**config.mk**
```make
export PLATFORM = sky130hd
export DESIGN_NAME = mult_div_controller
export DESIGN_NICKNAME = d
export VERILOG_FILES = /design/src/rtl/mult_div_controller.sv
export SDC_FILE = /design/constraint.sdc
export NUM_CORES = 1
export LEC_CHECK = 0
export BUFFER_PORTS_ARGS = -buffer_cell sky130_fd_sc_hd__buf_4
export CAP_MARGIN = 20
export CELL_PAD_IN_SITES_DETAIL_PLACEMENT = 1
export CELL_PAD_IN_SITES_GLOBAL_PLACEMENT = 2
export CORE_MARGIN = 2
export CORE_UTILIZATION = 32
export DETAILED_ROUTE_END_ITERATION = 16
export PLACE_DENSITY_LB_ADDON = 0.12
export SLEW_MARGIN = 5
export SYNTH_ARGS = -nofsm -noshare
export SYNTH_HDL_FRONTEND = slang
export SYNTH_SLANG_ARGS = --single-unit
```
**constraint.sdc**
```tcl
create_clock -name clk -period 3.1 [get_ports clk]
set_input_delay 0.465 -clock clk [delete_from_list [all_inputs] [get_ports clk]]
set_output_delay 0.465 -clock clk [all_outputs]
set_load 0.02 [all_outputs]
```
**src/rtl/mult_div_controller.sv**
```systemverilog
// Multi-cycle HI/LO multiply/divide sequencer: shift-add multiply, restoring divide, MTHI/MTLO.
// Optional macro MULT_EARLY_TERM_EN ends a multiply once the remaining multiplier bits are zero.
module mult_div_controller #(
    parameter int WIDTH = 32
) (
    input  logic             clk,
    input  logic             rst,
    input  logic             start,
    input  logic [1:0]       op,
    input  logic [WIDTH-1:0] rs_val,
    input  logic [WIDTH-1:0] rt_val,
    input  logic             hi_we,
    input  logic             lo_we,
    input  logic [WIDTH-1:0] wdata,
    output logic             stall,
    output logic             busy,
    output logic             done,
    output logic [WIDTH-1:0] hi,
    output logic [WIDTH-1:0] lo
);
    localparam int CW = $clog2(WIDTH + 1);

    typedef enum logic [1:0] {S_IDLE, S_CALC, S_FIX, S_DONE} state_t;

    state_t             state_q, state_d;
    logic [CW-1:0]      count_q, count_d;
    logic [2*WIDTH-1:0] acc_q, acc_d;
    logic [2*WIDTH-1:0] opa_q, opa_d;
    logic [WIDTH-1:0]   opb_q, opb_d;
    logic [WIDTH-1:0]   hi_q, hi_d, lo_q, lo_d;
    logic               is_div_q, is_div_d;
    logic               neg_res_q, neg_res_d;
    logic               neg_rem_q, neg_rem_d;
    logic               done_q, done_d;
    logic               busy_q, busy_d;

    logic               signed_op;
    logic [WIDTH-1:0]   a_mag, b_mag;
    logic [WIDTH:0]     trial;
    logic [WIDTH-1:0]   quo, rem;
    logic [2*WIDTH-1:0] prod;
    logic               last_iter;

    function automatic logic [WIDTH-1:0] magnitude(input logic [WIDTH-1:0] v, input logic is_signed);
        return (is_signed && v[WIDTH-1]) ? -v : v;
    endfunction

    function automatic logic [WIDTH-1:0] apply_sign(input logic [WIDTH-1:0] v, input logic neg);
        return neg ? -v : v;
    endfunction

    always_comb begin
        state_d   = state_q;
        count_d   = count_q;
        acc_d     = acc_q;
        opa_d     = opa_q;
        opb_d     = opb_q;
        hi_d      = hi_q;
        lo_d      = lo_q;
        is_div_d  = is_div_q;
        neg_res_d = neg_res_q;
        neg_rem_d = neg_rem_q;
        signed_op = ~op[0];
        a_mag     = magnitude(rs_val, signed_op);
        b_mag     = magnitude(rt_val, signed_op);
        trial     = acc_q[2*WIDTH-1:WIDTH-1];
        quo       = acc_q[WIDTH-1:0];
        rem       = acc_q[2*WIDTH-1:WIDTH];
        prod      = neg_res_q ? -acc_q : acc_q;
        last_iter = 1'b0;

        case (state_q)
            S_IDLE: begin
                if (start) begin
                    state_d   = S_CALC;
                    count_d   = CW'(WIDTH);
                    is_div_d  = op[1];
                    neg_res_d = signed_op & (rs_val[WIDTH-1] ^ rt_val[WIDTH-1]);
                    neg_rem_d = signed_op & rs_val[WIDTH-1];
                    opb_d     = b_mag;
                    if (op[1]) begin
                        acc_d = {{WIDTH{1'b0}}, a_mag};
                        opa_d = {{WIDTH{1'b0}}, b_mag};
                    end else begin
                        acc_d = '0;
                        opa_d = {{WIDTH{1'b0}}, a_mag};
                    end
                end else begin
                    if (hi_we) hi_d = wdata;
                    if (lo_we) lo_d = wdata;
                end
            end
            S_CALC: begin
                count_d = count_q - CW'(1);
                if (is_div_q) begin
                    // Remainder lives in the upper half, dividend bits shift out of the lower half
                    // while quotient bits shift in behind them.
                    if (trial >= {1'b0, opa_q[WIDTH-1:0]})
                        acc_d = {trial[WIDTH-1:0] - opa_q[WIDTH-1:0], acc_q[WIDTH-2:0], 1'b1};
                    else
                        acc_d = {trial[WIDTH-1:0], acc_q[WIDTH-2:0], 1'b0};
                end else begin
                    if (opb_q[0]) acc_d = acc_q + opa_q;
                    opa_d = {opa_q[2*WIDTH-2:0], 1'b0};
                    opb_d = {1'b0, opb_q[WIDTH-1:1]};
                end
                last_iter = (count_q == CW'(1));
`ifdef MULT_EARLY_TERM_EN
                if (!is_div_q && opb_d == '0) last_iter = 1'b1;
`endif
                if (last_iter) state_d = S_FIX;
            end
            S_FIX: begin
                state_d = S_DONE;
                if (is_div_q) begin
                    // A zero divisor leaves rem = |dividend|, so the sign fixup restores rs_val.
                    lo_d = (opa_q[WIDTH-1:0] == '0) ? '1 : apply_sign(quo, neg_res_q);
                    hi_d = apply_sign(rem, neg_rem_q);
                end else begin
                    hi_d = prod[2*WIDTH-1:WIDTH];
                    lo_d = prod[WIDTH-1:0];
                end
            end
            default: state_d = S_IDLE;
        endcase

        done_d = (state_d == S_DONE);
        busy_d = (state_d != S_IDLE);
    end

    always_ff @(posedge clk) begin
        if (rst) begin
            state_q   <= S_IDLE;
            count_q   <= '0;
            acc_q     <= '0;
            opa_q     <= '0;
            opb_q     <= '0;
            hi_q      <= '0;
            lo_q      <= '0;
            is_div_q  <= 1'b0;
            neg_res_q <= 1'b0;
            neg_rem_q <= 1'b0;
            done_q    <= 1'b0;
            busy_q    <= 1'b0;
        end else begin
            state_q   <= state_d;
            count_q   <= count_d;
            acc_q     <= acc_d;
            opa_q     <= opa_d;
            opb_q     <= opb_d;
            hi_q      <= hi_d;
            lo_q      <= lo_d;
            is_div_q  <= is_div_d;
            neg_res_q <= neg_res_d;
            neg_rem_q <= neg_rem_d;
            done_q    <= done_d;
            busy_q    <= busy_d;
        end
    end

    assign stall = ((state_q == S_IDLE) & start) | (state_q == S_CALC) | (state_q == S_FIX);
    assign busy  = busy_q;
    assign done  = done_q;
    assign hi    = hi_q;
    assign lo    = lo_q;
endmodule

```
After elaboration in Yosys (flattened, before gate mapping) --
Cells that the tools add are included.
Operators by class: reductions and logical operators 13, divide/modulo/power cells 0, shift operators 0, $add $sub $neg 8, bitwise operators 7, mux-type cells 32, equality and inequality tests 10, multiply operators 0, magnitude comparators 1
Operator list (number):
- two-way mux 32 bit | 15
- two-way mux 64 bit | 7
- one-hot mux 64 bit (2 select lines) | 2
- one-hot mux 32 bit (2 select lines) | 3
- negation 32 bit | 4
- adder 64 bit | 1
- negation 64 bit | 1
- greater-or-equal comparator 33 x 32 -> 1 bit | 1
- zero test 32 bit | 1
- subtractor 32 bit | 1
- one-hot mux 6 bit (2 select lines) | 1
- AND reduction 3 bit | 4
- != test 2 bit (second input constant) | 5
- equality test 6 x 1 -> 1 bit (second input constant) | 1
- two-way mux 6 bit | 1
- one-hot mux 2 bit (3 select lines) | 1
- nonzero test 2 bit | 3
- subtractor 6 x 1 -> 6 bit (second input constant) | 1
- equality test 2 bit (second input constant) | 2
- two-way mux 2 bit | 2
- AND reduction 2 bit | 2
- AND 1 bit | 3
- != test 3 bit (second input constant) | 1
- equality test 2 x 1 -> 1 bit (second input constant) | 1
- other kinds (5) | 7
Storage, ports and cells: word-level logic and storage cells 83, input bits 103, memory bits (writable) 0, ROM bits 0, bits in registers 237, output and inout bits 67, latch bits 0, memories kept 0

Longest topological paths before layout --
word-level depth 6, gate-level depth with buffers 15, depth with buffers taken out 14

Worst setup path after synthesis --
No wires, ideal clock.
kind register to register, start point reg opa_q[11], end point reg acc_q[61], path buffers 3, cell stages (with the launch flop) 14, data arrival time 3.220 ns, period minus slack after synthesis 3.352 ns, required time 2.968 ns, library setup time 0.132 ns, slack -0.252 ns, cells stage by stage dfxtp_1 -> inv_1 -> ha_1 -> clkbuf_1 -> nand3_1 -> or3_1 -> o211ai_1 -> nand3_1 -> o311ai_2 -> clkbuf_1 -> clkbuf_1 -> nor2_1 -> a31oi_1 -> o211ai_1
On the way: cells in the longest elaborated chain, start to end 4, elaborated cells between the ends (all ways) 7, those cells by class add/sub: 2; order compare: 1; mux: 4
RTL lines:
- from (decl) | RTL line 28 | logic [2*WIDTH-1:0] opa_q, opa_d;
- from (signal assigned) | RTL line 149 | opa_q <= opa_d;
- adder 64 bit (tied with other cells) | RTL line 103 | if (opb_q[0]) acc_d = acc_q + opa_q;
- two-way mux 64 bit, on equally long branches | RTL line 103, 98
- two-way mux 64 bit (*) | RTL line 95 | if (is_div_q) begin
- one-hot mux 64 bit (2 select lines) (*) | RTL line 72 | case (state_q)
- to (signal assigned) | RTL line 135 | acc_q <= '0;
- to (signal assigned) | RTL line 148 | acc_q <= acc_d;
- to (decl) | RTL line 27 | logic [2*WIDTH-1:0] acc_q, acc_d;
Mark *: on every way between the ends. The rest lies on a longest branch, timed or not. The select of a mux whose other input is x is not followed. A chain may end at the register's enable or synchronous reset.

Worst setup path in the final report --
start point reg acc_q[23], end point reg hi_q[27] (netlist: hi[27])
On the way: cells in the longest elaborated chain, start to end 4
RTL lines:
- negation 64 bit | RTL line 69 | prod = neg_res_q ? -acc_q : acc_q;
- two-way mux 64 bit | RTL line 69
- two-way mux 32 bit | RTL line 115 | if (is_div_q) begin
- one-hot mux 32 bit (2 select lines) | RTL line 72
- to (signal assigned) | RTL line 151 | hi_q <= hi_d;
- to (decl) | RTL line 30 | logic [WIDTH-1:0] hi_q, hi_d, lo_q, lo_d;
No other way between the ends.

==> out/qor.yml <==
clock_tree:
  cts-buffers-inserted: 35
  clock-root-buffer: "clkbuf_16"
  clkSlewWorstSetupHoldPaths_ns: 0.06
  clk_latency_ns: 0.56
  cts_tree: "built"
  hold_buffers: 0
  cts.path.max_buffers: 3
  cts-htree-levels: 2
  cts.sinks: 237
worst_setup_path:
  critPathLaunchType: "flip-flop"
  worstSetupPathType: "flip-flop to flip-flop"
  cp_max_fo: 3
  crit_arrival_ns: 3.77
  cp-end-kind: "flip-flop"
  r2r_slack_ns: -0.22
  required_ns: 3.55
yosys:
  synth_nets: 2684
  syn-cell-area_sq_mm: 0.0188
  synth_area_per_cell_sq_um: 7.58
  ys_ff_latch: 237
  synth_cell_types: 71
  synth_seq_area_share_pct: 25.3
  yosys_warnings: 0
  synth_cells: 2478
  async_flop_share_pct: 0
  synth_edf_count: 0
  ys.flop_type: "dfxtp_1"
hold_path:
  hold_path_class: "input pin to flip-flop"
timing:
  slew_viol_final: 0
  setup_viol: 24
  hold_ws_ns: 0.230
  timing.final.ws_setup_ns: -0.224
  rsz0062_at_grt: "yes"
  relSlewSlack_pct: 34.1
  fin_worst_skew_ns: 0.0162
  worst_pin_slew_ns: 0.981
  fin_crit_ns: 3.32
  finalHoldViolations: 0
  fin_crit_sh_pct: 107
  fmax_mhz: 301
global_route:
  grt_pass1_wl_microns: 143000
  grtUsageTotal_pct: 31.2
  antenna_found_initial: 1
  grt_max_degree: 104
  grt_pass1_vias: 22400
  grt_overflow: 0
route:
  drt_iter0_markers: 1305
  postRouteAntennaNets: 0
  post_drt_via_cell_ratio: 5.70
  routed_wl_microns: 97500
  drcViolationCount: 0
  drtPass1Iterations: 5
  dr_total_vias: 21900
  routedWlPerCell_microns: 25.4
place:
  dp_slack_ns: -0.579
  portBuffers: 169
  gp_congestion: 0.943
  place_area_sq_mm: 0.0243
  place_hpwl_microns: 77900
finish:
  final_cell_mix: "689 x buf_4, 277 x nor2_1, 208 x a21oi_1, 203 x dfxtp_1, 188 x nand2_1"
  drive_above_1_share_pct: 34.5
  area_growth_pct: 45.1
  antenna_cells: 0
  fin_area_sq_mm: 0.0273
  final_common_cell: "buf_4"
  fill_cells: 6964
  layout.area.seq_sq_mm: 0.00482
  fin_nets: 3263
  multi_input_area_sq_mm: 0.0145
run_status:
  status: "finished, violations left"
  violations: "negative setup slack"
pwr:
  pwr_density_cell_mw_per_mm2: 453
  leakage_nw: 11.5
  total_power_w: 0.0123
  vdd_ir_drop_max_v: 0.000376
floorplanning:
  fp.coreArea_sq_mm: 0.0579
  fp-row-count: 88
  die_h_microns: 246
  start_util_pct: 32.4
  die_area_sq_mm: 0.0606
  die_x_microns: 246
  ioPinCount: 170
run:
  maxCapViolCount: 0
[synthesized netlist by cell type, types with 22 or more instances]
library cell,count,area [sq um]
a211oi_1,129,968
a21o_1,52,390
a21oi_1,244,1220
a221oi_1,30,263
a22oi_1,50,375
clkbuf_1,149,559
dfxtp_1,237,4740
ha_1,101,1260
inv_1,65,244
mux2i_1,63,631
nand2_1,195,732
nand3_1,32,160
nand4_1,26,163
nor2_1,287,1080
nor2b_1,36,225
nor3_1,63,315
nor4_1,26,163
o211ai_1,25,188
o21ai_0,125,626
o21bai_1,22,165
o221ai_1,48,420
o31ai_1,28,210
xnor2_1,127,1110
xor2_1,82,718
[per-layer routing]
metal | vias to the layer above | GRT usage, % | share of wire, %
met5 | - | 0 | 0
met4 | 0 | 11.9 | 4.1
met3 | 150 | 3.14 | 4.6
met2 | 590 | 50.0 | 45
met1 | 10900 | 42.8 | 46
li1 | 10300 | - | -
[worst max-delay path, stage by stage, from the launching register on]
cell	delay, ns
dfxtp_1	0.39
or3_4	0.37
or3_4	0.36
nand4b_4	0.23
or4_4	0.52
a21oi_2	0.17
a21oi_2	0.07
or4_4	0.53
o31ai_4	0.29
xnor2_2	0.13
a21o_1	0.17
[state kept, by name, summed over array words and instances, names as in the netlist, 2 cells and up]
name	flops
acc_q	64
lo	32
count_q	6
opb_q	32
state_q	2
hi	32
opa_q	64
[layout make-up]
cell class	count	area share [%]
timing repair buffer	716	20.5
clock buffer	47	3.56
multi-input combinational	2002	53.3
inverter	65	0.914
sequential	237	17.7
clock inverter	12	0.546
tap	765	3.51
[worst paths after layout]
check                 start      to  depth (start not counted)
setup / recovery  acc_q[23]  hi[27]                         10
hold / removal          rst  hi[31]                          2
setup reg to reg  acc_q[23]  hi[27]                         10
hold reg to reg      lo[28]  lo[28]                          2
[what timing repair did]
action	in CTS	in global routing
gates resized for setup	146	205
setup endpoints to repair	64	58
setup buffers	17	26
pin swaps	34	94
cloned	1	0
[metrics by stage]
stage	utilization (%)	setup TNS [ns]	std cells
after floorplan	-	-0.0945	2478
after global placement	42.0	-12.80	3745
after detailed placement	42.0	-15.24	3745
after CTS	45.3	-0.460	3822
after global routing	47.1	-5.08	3844
final	47.1	-1.92	3844
[cells by family (layout without fill, tap and decap cells)]
kind of cell	after synthesis	after routing	synth area share, %
compound gates	852	852	30.0
xor+xnor	209	209	9.75
fa+ha+maj	103	103	6.94
buf+inv	239	840	5.14
flops	237	237	25.3
mux	67	67	3.60
simple gates	771	771	19.3
[report_power, final]
group          internal [W]  switching (W)  total, W
clock               0.00244        0.00163   0.00407
combinational       0.00207        0.00271   0.00478
sequential          0.00329       0.000206   0.00349
total               0.00780        0.00454    0.0123
Note: power is estimated with default switching activity, not from simulation.
